[config.mk]
export PLATFORM = sky130hd
export DESIGN_NAME = card_ram_sequencer
export DESIGN_NICKNAME = d
export VERILOG_FILES = /design/src/rtl/card_ram_sequencer.sv
export SDC_FILE = /design/constraint.sdc
export NUM_CORES = 1
export LEC_CHECK = 0
export ABC_AREA = 0
export BUFFER_PORTS_ARGS = -buffer_cell sky130_fd_sc_hd__buf_2
export CAP_MARGIN = 10
export CELL_PAD_IN_SITES_DETAIL_PLACEMENT = 0
export CELL_PAD_IN_SITES_GLOBAL_PLACEMENT = 1
export CORE_MARGIN = 10
export CORE_UTILIZATION = 30
export CTS_BUF_LIST = sky130_fd_sc_hd__clkbuf_4
export DETAILED_ROUTE_END_ITERATION = 6
export PLACE_DENSITY = 0.74
export SYNTH_ARGS = -nofsm -noshare
export SYNTH_HDL_FRONTEND = slang
export SYNTH_SLANG_ARGS = --single-unit
export TNS_END_PERCENT = 30
[constraint.sdc]
create_clock -name mclk28 -period 1.5 [get_ports mclk28]
set_input_delay 0.3 -clock mclk28 [delete_from_list [all_inputs] [get_ports mclk28]]
set_output_delay 0.3 -clock mclk28 [all_outputs]
set_load 0.01 [all_outputs]
[src/rtl/card_ram_sequencer.sv]
// card_ram_sequencer: runs one asynchronous SRAM access per accepted CPU bus
// cycle (SETUP -> STROBE x WAIT_STATES -> LATCH -> RECOVER) and returns read
// data to the bus mux with a one-cycle valid pulse.
module card_ram_sequencer #(
    parameter int ADDR_W      = 18,
    parameter int DATA_W      = 8,
    parameter int WAIT_STATES = 3
) (
    input  logic              mclk28,
    input  logic              reset_in_n,
    input  logic              cpu_strobe,
    input  logic [ADDR_W-1:0] ram_addr,
    input  logic              card_ram_rd,
    input  logic              card_ram_we,
    input  logic              we,
    input  logic [DATA_W-1:0] din,
    output logic [DATA_W-1:0] dout,
    output logic              dout_valid,
    output logic              busy,
    output logic              overrun,
    output logic [ADDR_W-1:0] sram_addr,
    output logic [DATA_W-1:0] sram_dout,
    input  logic [DATA_W-1:0] sram_din,
    output logic              sram_dq_oe,
    output logic              sram_ce_n,
    output logic              sram_oe_n,
    output logic              sram_we_n
);

    localparam int CNT_W = (WAIT_STATES < 2) ? 1 : $clog2(WAIT_STATES + 1);

    typedef enum logic [2:0] {
        S_IDLE,
        S_SETUP,
        S_STROBE,
        S_LATCH,
        S_RECOVER
    } state_t;

    state_t            state_q, state_d;
    logic [CNT_W-1:0]  cnt_q, cnt_d;
    logic              wr_q, wr_d;
    logic [ADDR_W-1:0] addr_q, addr_d;
    logic [DATA_W-1:0] wdata_q, wdata_d;
    logic [DATA_W-1:0] dout_q, dout_d;
    logic              dv_q, dv_d;
    logic              ovr_q, ovr_d;
    logic              ce_n_q, ce_n_d;
    logic              oe_n_q, oe_n_d;
    logic              we_n_q, we_n_d;
    logic              dq_oe_q, dq_oe_d;
    logic              accept;

    // Next-state, capture and strobe decode; SRAM controls are derived from
    // the next state so the pins are clean flop outputs aligned with the state.
    always_comb begin
        state_d = state_q;
        cnt_d   = cnt_q;
        wr_d    = wr_q;
        addr_d  = addr_q;
        wdata_d = wdata_q;
        dout_d  = dout_q;
        dv_d    = 1'b0;
        ovr_d   = ovr_q | (cpu_strobe & (state_q != S_IDLE));

        accept = (state_q == S_IDLE) && cpu_strobe &&
                 ((we && card_ram_we) || (!we && card_ram_rd));

        case (state_q)
            S_IDLE: begin
                if (accept) begin
                    state_d = S_SETUP;
                    wr_d    = we;
                    addr_d  = ram_addr;
                    wdata_d = din;
                end
            end
            S_SETUP: begin
                state_d = S_STROBE;
                cnt_d   = CNT_W'(WAIT_STATES - 1);
            end
            S_STROBE: begin
                if (cnt_q == '0) state_d = S_LATCH;
                else             cnt_d   = cnt_q - CNT_W'(1);
            end
            S_LATCH: begin
                state_d = S_RECOVER;
                if (!wr_q) begin
                    dout_d = sram_din;
                    dv_d   = 1'b1;
                end
            end
            S_RECOVER: state_d = S_IDLE;
            default:   state_d = S_IDLE;
        endcase

        ce_n_d  = !(state_d == S_SETUP || state_d == S_STROBE || state_d == S_LATCH);
        oe_n_d  = !(state_d == S_STROBE && !wr_d);
        we_n_d  = !(state_d == S_STROBE && wr_d);
        dq_oe_d = wr_d && (state_d == S_SETUP || state_d == S_STROBE || state_d == S_LATCH);
    end

    // State and output registers with synchronous active-low reset.
    always_ff @(posedge mclk28) begin
        if (!reset_in_n) begin
            state_q <= S_IDLE;
            cnt_q   <= '0;
            wr_q    <= 1'b0;
            addr_q  <= '0;
            wdata_q <= '0;
            dout_q  <= '0;
            dv_q    <= 1'b0;
            ovr_q   <= 1'b0;
            ce_n_q  <= 1'b1;
            oe_n_q  <= 1'b1;
            we_n_q  <= 1'b1;
            dq_oe_q <= 1'b0;
        end else begin
            state_q <= state_d;
            cnt_q   <= cnt_d;
            wr_q    <= wr_d;
            addr_q  <= addr_d;
            wdata_q <= wdata_d;
            dout_q  <= dout_d;
            dv_q    <= dv_d;
            ovr_q   <= ovr_d;
            ce_n_q  <= ce_n_d;
            oe_n_q  <= oe_n_d;
            we_n_q  <= we_n_d;
            dq_oe_q <= dq_oe_d;
        end
    end

    assign busy       = (state_q != S_IDLE);
    assign dout       = dout_q;
    assign dout_valid = dv_q;
    assign overrun    = ovr_q;
    assign sram_addr  = addr_q;
    assign sram_dout  = wdata_q;
    assign sram_ce_n  = ce_n_q;
    assign sram_oe_n  = oe_n_q;
    assign sram_we_n  = we_n_q;
    assign sram_dq_oe = dq_oe_q;

endmodule

==> impl_metrics.csv, run 1 <==
group,metric,value,unit
route,detail_route.vias_per_cell,4.39,
die,num_rows,28,
route,final_antenna_net_count,0,
route,routed-via-count,1554,
logic_synthesis,synth_nets,233,
die,pin_count,81,
final_layout,layout-drive-gt1-share,38.7,%
timing,period_share,102,%
power,p_sw_share,27.4,%
logic_synthesis,synth_cells,192,
critical_path,reg2reg_setup_slack,0.09,ns
cts,ctsHtreeMaxLevel,2,
critical_path,worst-setup-path-type,"reg -> out",
global_routing,groute.usage.overall,9.91,%
placed_design,detailed_place.area,2370,um2
cts,clkLatencyLatePin,0.35,ns
logic_synthesis,synth.top_cells.by_count,"sky130_fd_sc_hd__nand2_1, sky130_fd_sc_hd__dfxtp_1, sky130_fd_sc_hd__mux2i_1",
final_layout,syn2layout_area_growth,33.4,%
die,area_of_the_die,9790,um2
route,detail_route.drc_violations,0,
placed_design,port_buffers,80,
logic_synthesis,synth.most_common_cell,"sky130_fd_sc_hd__nand2_1",
power,static-leakage-power,1.13,nW
logic_synthesis,postSynthRegisterBits,46,
timing,worst_slack,-0.0287,ns
final_layout,finalNonFillerCells,354,
placed_design,post-dp-hpwl,3680,um
critical_path,max_stage_delay,0.38,ns
cts,cts-hold-fix-buffers,0,
placed_design,place.gp.congestion,0.788,
die,die_y,99.0,um
logic_synthesis,synth_edf_count,0,
timing,layout_min_cycle_time,1.53,ns
logic_synthesis,proportion_of_netlist_area_held_by_the_largest_area_contributor,49.2,%
timing,worst_clock_skew,0.00637,ns
critical_path,timing.critical_path.arrival,1.23,ns
logic_synthesis,synth_area_per_cell,9.74,um2
run,max_cap_viol,0,
global_routing,wire_length_of_the_first_global_routing_pass,8020,um
die,die_span_x,99.0,um
final_layout,nets,319,
final_layout,finish.instance_area,2490,um2
power,power-per-cell-area,969,nW/um2
timing,setup_viol_count_final,1,
critical_path,worst-endpoint-required,1.20,ns
power,p_total,2.42,mW
critical_path,crit_chain,"or3_4 -> buf_6",
global_routing,grt_start_max_net_pins,49,
critical_path,timing.reg2reg.worst_path_depth,5,
logic_synthesis,synth.area.top_cells,"sky130_fd_sc_hd__dfxtp_1, sky130_fd_sc_hd__mux2i_1, sky130_fd_sc_hd__nand2_1",
route,drt-total-wl,4930,um
critical_path,startpoint_kind_of_the_worst_setup_timing_path,"register",
global_routing,number_of_antenna_violations_at_the_first_check_in_global_routing,0,
min_path,hold_path_depth,3,
placed_design,placedCellCount,342,
logic_synthesis,post_synth_design_cell_area,1870,um2
logic_synthesis,async_flop_share,0,%
timing,slew_at_the_pin_closest_to_its_max_slew_limit,0.363,ns
route,drt-pass1-iter-count,4,
power,clock_power_share,24.2,%
cts,numClockSinks,46,
critical_path,critical_path.reg2reg.endpoint,"cnt_q[0]$_SDFFE_PN0P_",
timing,maxClockFrequency,654,MHz
critical_path,critical_path_slowest_stage_cell,"sky130_fd_sc_hd__or3_4",
outcome,run_status,"complete, but fails checks",
min_path,hold_class,"in -> reg",
cts,cts_made_buffers,5,
route,detailedRoute.firstIterationViolations,19,
die,initial_utilization,31.2,%
global_routing,grt_overflow_total,0,
timing,maxSlewHeadroom,75.7,%
cts,clk_pin_slew,0.13,ns
cts,cts_tree,"done",
timing,timing.final.max_slew_violations,0,
min_path,min_delay_worst_endpoint,"sram_dout[1]$_SDFFE_PN0P_",
power,share_seq_of_total_power,55.3,%
logic_synthesis,ys_dominant_reg_cell,"sky130_fd_sc_hd__dfxtp_1",
cts,cts_root_buf,"sky130_fd_sc_hd__clkbuf_4",
logic_synthesis,yosys.area.top_type,"sky130_fd_sc_hd__dfxtp_1",
cts,cts.path.max_buffers,2,
min_path,hold_start,"din[1]",
die,core_area,5990,um2
placed_design,placement.setup.worst_slack,0.0846,ns
power,switching_power,0.662,mW
timing,final_hold_viol_count,0,
critical_path,worstPathMaxFanout,2,
logic_synthesis,synth_seq_area_share,49.2,%
power,peakVddDrop,0.458,mV
logic_synthesis,ys_warn_count,0,
power,p_int,1.75,mW
critical_path,worstReg2RegStart,"cnt_q[0]$_SDFFE_PN0P_",
power,comb_power_share,20.5,%
final_layout,num_antenna_cells,0,
timing,setup_repair_after_global_routing_missed_its_margin,"true",
logic_synthesis,yosys.cell_types.count,28,
outcome,violations,"setup timing",
critical_path,end_kind,"output port",
timing,finalHoldWorstSlack,0.166,ns
global_routing,via_count_of_the_first_global_routing_pass,1640,
route,wl_per_cell,13.9,um
==> worst max-delay path, delay by kind of cell, from the launching register on <==
family | cells | cell delay [ns]
AND/OR/NAND/NOR | 1 | 0.38
flip-flops | 1 | 0.36
buffers and inverters | 1 | 0.13
==> through the flow <==
step	setup TNS, ns	util (%)
2_1_floorplan	0	-
3_3_place_gp	0	39.5
3_5_place_dp	0	39.5
4_1_cts	-0.0535	41.1
5_1_grt	-0.0803	41.6
6_report	-0.0287	41.6
==> worst max path at each step <==
stage | to | slack (ns) | cells past startpoint | from
after CTS | busy | -0.05 | 2 | state_q[1]$_SDFF_PN0_
final | busy | -0.03 | 2 | state_q[2]$_SDFF_PN0_
after global placement | sram_oe_n$_SDFF_PN1_ | 0.12 | 5 | cnt_q[0]$_SDFFE_PN0P_
after global routing | busy | -0.08 | 2 | state_q[2]$_SDFF_PN0_
after detailed placement | sram_addr[12]$_SDFFE_PN0P_ | 0.08 | 5 | we
after floorplan | sram_oe_n$_SDFF_PN1_ | 0.15 | 5 | cnt_q[0]$_SDFFE_PN0P_
==> registers in the layout (all words and copies together) (netlist names) <==
name,cells
cnt_q,2
dout,8
dout_valid,1
overrun,1
sram_addr,18
sram_ce_n,1
sram_dout,8
sram_dq_oe,1
sram_oe_n,1
sram_we_n,1
state_q,3
wr_q,1
==> layout by cell type, fill, tap and decap left out <==
master                       n
sky130_fd_sc_hd__mux2i_1    37
sky130_fd_sc_hd__or3b_1      1
sky130_fd_sc_hd__clkinv_2    1
sky130_fd_sc_hd__dfxtp_1    42
sky130_fd_sc_hd__o2111a_1    1
sky130_fd_sc_hd__ha_1        1
sky130_fd_sc_hd__nand4b_1    1
sky130_fd_sc_hd__and4bb_4    1
sky130_fd_sc_hd__clkbuf_16   1
sky130_fd_sc_hd__o21ai_0     1
sky130_fd_sc_hd__nand2_1    56
sky130_fd_sc_hd__o21a_1      2
sky130_fd_sc_hd__and4bb_2    1
sky130_fd_sc_hd__buf_4       8
sky130_fd_sc_hd__clkbuf_4    6
sky130_fd_sc_hd__clkinv_1    1
sky130_fd_sc_hd__dfxtp_2     2
sky130_fd_sc_hd__nand4_1     1
sky130_fd_sc_hd__inv_1       3
sky130_fd_sc_hd__nor2_2      1
sky130_fd_sc_hd__nand2b_1    3
sky130_fd_sc_hd__buf_12      3
sky130_fd_sc_hd__buf_6       1
sky130_fd_sc_hd__xnor2_1     1
sky130_fd_sc_hd__or3_4       1
sky130_fd_sc_hd__a21oi_1     4
sky130_fd_sc_hd__dfxtp_4     2
sky130_fd_sc_hd__and2_1      3
sky130_fd_sc_hd__buf_2      79
sky130_fd_sc_hd__a32o_2      1
sky130_fd_sc_hd__or4b_1      1
sky130_fd_sc_hd__nor3b_1     1
sky130_fd_sc_hd__nor2b_1     9
sky130_fd_sc_hd__nor2_1      2
==> cell families (layout without fill, tap and decap cells) <==
group                    count (synthesis)  in the layout  synth area share (%)
XOR/XNOR                                 1              1                 0.468
AO/OA/AOI/OAI                            9              9                  3.34
buffers and inverters                   16            103                  5.75
multiplexers                            37             37                  19.8
adder cells (fa/ha/maj)                  1              1                 0.669
AND/OR/NAND/NOR                         82             82                  20.7
flip-flops                              46             46                  49.2
==> power by group through the flow <==
| stage | logic, mW | clock network, mW | registers [mW] |
|---|---|---|---|
| after floorplan | 0.249 | 0 | 1.39 |
| after global placement | 0.450 | 0 | 1.37 |
| after detailed placement | 0.456 | 0 | 1.37 |
| after CTS | 0.489 | 0.613 | 1.34 |
| after global routing | 0.547 | 0.671 | 1.35 |
| final | 0.495 | 0.585 | 1.34 |
==> what timing repair did <==
action                                  4_1_cts  5_1_grt
setup buffers                                 3        0
cloned                                        0        1
pin swaps                                     1        2
resized for setup                             7        3
endpoints found under the setup margin        1       19
==> final cells by class <==
type | count | area [um2]
inverter | 3 | 11.3
clock inverter | 2 | 8.76
fill | 628 | 3500
tap | 75 | 93.8
sequential | 46 | 931
clock buffer | 6 | 45.0
multi-input combinational | 130 | 853
timing repair buffer | 92 | 552
==> metal layers <==
metal | vias to the layer above | share of wire [%] | GRT usage (%) | wire [um]
li1 | 803 | - | - | -
met1 | 704 | 43 | 11.0 | 2110
met2 | 42 | 50 | 16.7 | 2440
met3 | 5 | 5.9 | 3.63 | 289
met4 | 0 | 1.7 | 3.97 | 82
met5 | - | 0 | 0 | 0
Power figures use the tool's default switching activity.
==> run 2: changes to the inputs <==
CTS_BUF_LIST = default   (was sky130_fd_sc_hd__clkbuf_4)
==> run 2 against run 1 <==
The flow now finishes without violations; via count decreased by 1.0%; wire length decreased by 0.51%; sequential cell count unchanged; critical path depth unchanged; non-clock buffer count decreased by 1; final area increased by 0.45%.
==> impl_metrics.csv, run 2 (same netlist as run 1, synthesis figures left out) <==
group,metric,value,unit
final_layout,num_antenna_cells,0,
global_routing,via_count_of_the_first_global_routing_pass,1652,
cts,cts_tree,"done",
die,die_span_x,99.0,um
route,drt-total-wl,4900,um
final_layout,commonest_non_fill_non_tap_cell_in_the_layout,"sky130_fd_sc_hd__buf_2",
placed_design,place.gp.congestion,0.788,
route,detail_route.drc_violations,0,
route,final_antenna_net_count,0,
timing,slew_at_the_pin_closest_to_its_max_slew_limit,0.363,ns
global_routing,wire_length_of_the_first_global_routing_pass,8040,um
placed_design,placement.setup.worst_slack,0.0846,ns
final_layout,layout-drive-gt1-share,38.5,%
power,peakVddDrop,0.450,mV
global_routing,grt_overflow_total,0,
timing,finalHoldWorstSlack,0.238,ns
critical_path,cpLargestDelayFamily,"simple AND/OR/NAND/NOR gates",
final_layout,largest_register_ffs,18,
timing,setup_viol_count_final,0,
route,detail_route.vias_per_cell,4.36,
global_routing,groute.usage.overall,9.91,%
run,max_cap_viol,0,
critical_path,startpoint_kind_of_the_worst_setup_timing_path,"register",
final_layout,finalNonFillerCells,353,
timing,worst_slack,0.0302,ns
cts,cts_made_buffers,5,
final_layout,footprint_of_the_multi_input_gates,853,um2
final_layout,mostFrequentLayoutCells,"sky130_fd_sc_hd__buf_2, sky130_fd_sc_hd__nand2_1, sky130_fd_sc_hd__dfxtp_1",
placed_design,post-dp-hpwl,3680,um
route,routed-via-count,1538,
critical_path,worst-setup-path-type,"reg -> out",
die,core_area,5990,um2
cts,cts.path.max_buffers,2,
die,initial_utilization,31.2,%
cts,clkLatencyLatePin,0.29,ns
timing,layout_min_cycle_time,1.47,ns
global_routing,grt_start_max_net_pins,49,
power,power-per-cell-area,1030,nW/um2
final_layout,regArea,930,um2
timing,final_hold_viol_count,0,
min_path,hold_class,"in -> reg",
route,wl_per_cell,13.9,um
cts,ctsHtreeMaxLevel,2,
critical_path,critical_path_slowest_stage_cell,"sky130_fd_sc_hd__or3_4",
timing,worst_clock_skew,0.00596,ns
die,die_y,99.0,um
critical_path,worstPathMaxFanout,2,
critical_path,crit_chain,"or3_4 -> buf_6",
cts,clk_pin_slew,0.08,ns
die,area_of_the_die,9790,um2
die,pin_count,81,
outcome,run_status,"finished, final reports clean",
global_routing,number_of_antenna_violations_at_the_first_check_in_global_routing,0,
final_layout,syn2layout_area_growth,34.0,%
route,detailedRoute.firstIterationViolations,16,
critical_path,max_stage_delay,0.39,ns
critical_path,worstPathBufferInverterCount,1,
timing,maxSlewHeadroom,75.8,%
route,drt-pass1-iter-count,5,
cts,cts_root_buf,"sky130_fd_sc_hd__clkbuf_8",
power,static-leakage-power,1.13,nW
final_layout,final.fill_count,629,
die,num_rows,28,
timing,maxClockFrequency,680,MHz
placed_design,placedCellCount,342,
critical_path,worst-endpoint-required,1.20,ns
critical_path,timing.critical_path.arrival,1.17,ns
critical_path,end_kind,"output port",
timing,timing.final.max_slew_violations,0,
cts,numClockSinks,46,
placed_design,port_buffers,80,
timing,period_share,98.0,%
final_layout,nets,318,
-- run 2: repair_timing --
item / in CTS / in global routing
pin swaps: 0 / 2
hold buffers: 0 / 0
endpoints found under the setup margin: 1 / 9
gates cloned: 0 / 0
setup buffers: 3 / 0
resized for setup: 6 / 3
-- run 2: path summary, 6_finish.rpt --
kind                         startpoint  slack [ns]  cells past startpoint                         end
max               state_q[1]$_SDFF_PN0_        0.03                      2                        busy
min                         ram_addr[9]        0.24                      3   sram_addr[9]$_SDFFE_PN0P_
max reg2reg       cnt_q[0]$_SDFFE_PN0P_        0.08                      5       cnt_q[0]$_SDFFE_PN0P_
min reg2reg  sram_addr[16]$_SDFFE_PN0P_        0.45                      2  sram_addr[16]$_SDFFE_PN0P_
-- run 2: layer usage --
metal  up-vias  GRT usage [%]  share of wire (%)
met5         -              0                  0
met4         0           3.97                1.6
met3         6           3.42                5.7
met2        40           16.9                 50
met1       694           11.0                 42
li1        798              -                  -
-- run 2: cell type report --
| cell class | count | share of cell area (%) |
|---|---|---|
| clock buffer | 7 | 3.44 |
| multi-input combinational | 130 | 34.0 |
| clock inverter | 1 | 0.200 |
| inverter | 3 | 0.449 |
| tap | 75 | 3.74 |
| sequential | 46 | 37.1 |
| timing repair buffer | 91 | 21.0 |
-- run 2: report_power, final --
| part | switching (mW) | total [mW] | internal, mW |
|---|---|---|---|
| Combinational | 0.229 | 0.471 | 0.242 |
| Sequential | 0.0406 | 1.34 | 1.30 |
| Clock | 0.408 | 0.781 | 0.372 |
-- run 2: per-stage QoR --
step                setup TNS [ns]  utilization [%]  cell area, um2  power [mW]
floorplan                        0                -            1870        1.64
global route              -0.00128             41.8            2510        2.74
CTS                              0             41.6            2490        2.62
detailed placement               0             39.5            2370        1.82
finish                           0             41.8            2510        2.59
global placement                 0             39.5            2370        1.82
-- run 2: worst min-delay path, cell delays in order --
cell and delay (ns):
sky130_fd_sc_hd__buf_2 0.09, sky130_fd_sc_hd__nand2_1 0.04, sky130_fd_sc_hd__mux2i_1 0.05
==> run 3: changes to the inputs <==
--- a/config.mk
+++ b/config.mk
@@ -13,5 +13,6 @@
 export CORE_MARGIN = 10
-export CORE_UTILIZATION = 30
+export CORE_UTILIZATION = 25
 export DETAILED_ROUTE_END_ITERATION = 6
-export PLACE_DENSITY = 0.74
+export MAX_ROUTING_LAYER = met4
+export PLACE_DENSITY = 0.65
 export SYNTH_ARGS = -nofsm -noshare
==> constraint.sdc (replaced) <==
create_clock -name mclk28 -period 1.5 [get_ports mclk28]
set_input_delay 0.15 -clock mclk28 [delete_from_list [all_inputs] [get_ports mclk28]]
set_output_delay 0.15 -clock mclk28 [all_outputs]
set_load 0.01 [all_outputs]
==> run 3 against run 2 <==
Utilization fell by 7.3 points; critical path depth rose by 1; critical endpoint unchanged; non-clock buffer count fell by 3; largest cell class unchanged; sequential cell count did not move; sequential share of layout area fell by 0.14 points; hold slack got worse by 0.16 ns; final area fell by 0.15%.
==> impl_metrics.csv, run 3 (same netlist as run 1, synthesis figures left out) <==
group,metric,value,unit
global_routing,number_of_antenna_violations_at_the_first_check_in_global_routing,0,
cts,cts-hold-fix-buffers,0,
global_routing,grt_start_max_net_pins,35,
power,power-per-cell-area,1080,nW/um2
critical_path,end_kind,"output port",
timing,maxSlewHeadroom,77.5,%
timing,layout_min_cycle_time,1.46,ns
die,num_rows,31,
timing,setup_repair_after_global_routing_missed_its_margin,"true",
final_layout,layout-drive-gt1-share,37.1,%
final_layout,finalNonFillerCells,374,
power,p_total,2.71,mW
global_routing,use_met3,2.78,%
global_routing,wire_length_of_the_first_global_routing_pass,7780,um
timing,final_hold_viol_count,0,
global_routing,groute.usage.overall,8.59,%
outcome,run_status,"finished, final reports clean",
die,area_of_the_die,11300,um2
route,drt-pass1-iter-count,4,
cts,cts_root_buf,"sky130_fd_sc_hd__clkbuf_8",
timing,maxClockFrequency,687,MHz
timing,slew_at_the_pin_closest_to_its_max_slew_limit,0.336,ns
die,die_span_x,107,um
global_routing,via_count_of_the_first_global_routing_pass,1578,
final_layout,final.fill_count,784,
die,pin_count,81,
cts,clkLatencyLatePin,0.30,ns
power,static-leakage-power,1.12,nW
timing,finalHoldWorstSlack,0.0790,ns
critical_path,reg2reg_setup_slack,0.12,ns
global_routing,grt_overflow_total,0,
timing,worst_clock_skew,0.00842,ns
power,peakVddDrop,0.478,mV
route,drt-total-wl,4800,um
route,detail_route.drc_violations,0,
die,core_area,7250,um2
cts,cts_made_buffers,5,
global_routing,grt_use_met2,13.8,%
timing,timing.final.max_slew_violations,0,
final_layout,mostFrequentLayoutCells,"sky130_fd_sc_hd__buf_2, sky130_fd_sc_hd__nand2_1, sky130_fd_sc_hd__dfxtp_1",
timing,period_share,97.0,%
route,detailedRoute.firstIterationViolations,35,
route,final_antenna_net_count,0,
route,wl_per_cell,12.8,um
critical_path,worst-endpoint-required,1.35,ns
route,routed-via-count,1527,
final_layout,nets,315,
critical_path,startpoint_kind_of_the_worst_setup_timing_path,"register",
placed_design,placedCellCount,365,
cts,cts_tree,"done",
global_routing,grt_busiest_layer,"met2",
cts,numClockSinks,46,
run,max_cap_viol,0,
cts,clk_pin_slew,0.09,ns
global_routing,gr_util_met1,9.98,%
placed_design,port_buffers,80,
min_path,hold_class,"in -> reg",
critical_path,timing.critical_path.arrival,1.31,ns
final_layout,syn2layout_area_growth,33.8,%
cts,cts.path.max_buffers,2,
final_layout,commonest_non_fill_non_tap_cell_in_the_layout,"sky130_fd_sc_hd__buf_2",
critical_path,worst-setup-path-type,"reg -> out",
final_layout,layout.core_utilization,34.5,%
placed_design,detailed_place.area,2360,um2
placed_design,place.gp.congestion,0.699,
die,die_y,107,um
final_layout,num_antenna_cells,0,
die,initial_utilization,25.8,%
timing,setup_viol_count_final,0,
final_layout,largest_register_ffs,18,
critical_path,worstPathMaxFanout,4,
route,detail_route.vias_per_cell,4.08,
placed_design,post-dp-hpwl,3670,um
final_layout,finish.instance_area,2500,um2
cts,ctsHtreeMaxLevel,2,
==> run 3: cell types whose count changed in the layout (fill, tap and decap cells not counted), sizes merged <==
cell / delta
clkbuf: -2
buf: -3
bufinv: +1
clkinv: +1
==> run 3: what timing repair did <==
item	CTS	global route
pin swaps	0	0
gates resized for setup	2	5
endpoints found under the setup margin	1	16
buffers inserted	1	0
==> run 3: final timing paths <==
kind / from / cells after the start / endpoint
worst min register to register: sram_addr[15]$_SDFFE_PN0P_ / 2 / sram_addr[15]$_SDFFE_PN0P_
worst min-delay path: ram_addr[13] / 3 / sram_addr[13]$_SDFFE_PN0P_
worst max-delay path: state_q[1]$_SDFF_PN0_ / 3 / busy
worst max register to register: cnt_q[0]$_SDFFE_PN0P_ / 5 / cnt_q[0]$_SDFFE_PN0P_
==> run 3: where the power goes <==
group          leakage, nW  switching (mW)  internal [mW]  total [mW]
Sequential           0.375          0.0405           1.30        1.34
Combinational        0.685           0.221          0.226       0.447
Clock               0.0579           0.433          0.491       0.924
Total                 1.12           0.694           2.01        2.71
==> run 3: metrics by stage <==
| stage | setup WS [ns] | setup TNS [ns] |
|---|---|---|
| 6_report | 0.0448 | 0 |
| 3_5_place_dp | 0.0873 | 0 |
| 3_3_place_gp | 0.119 | 0 |
| 5_1_grt | -0.0130 | -0.0130 |
| 4_1_cts | 0.0267 | 0 |
| 2_1_floorplan | 0.148 | 0 |
==> run 3: worst max-delay path, stage by stage (launching register included) <==
cell and delay, ns:
sky130_fd_sc_hd__dfxtp_4 0.35, sky130_fd_sc_hd__buf_4 0.14, sky130_fd_sc_hd__or3_1 0.38, sky130_fd_sc_hd__buf_6 0.14
==> run 3: cell type report <==
type	count	area (um2)	share of cell area (%)
Sequential cell	46	925	37.0
Clock inverter	3	40.0	1.60
Clock buffer	5	68.8	2.75
Tap cell	99	124	4.95
Multi-Input combinational cell	130	851	34.0
Timing Repair Buffer	88	483	19.3
Inverter	3	11.3	0.450
==> run 3: metal layers <==
metal	vias up	wire [um]
li1	792	-
met1	684	2170
met2	44	2340
met3	7	227
met4	0	61
met5	-	0
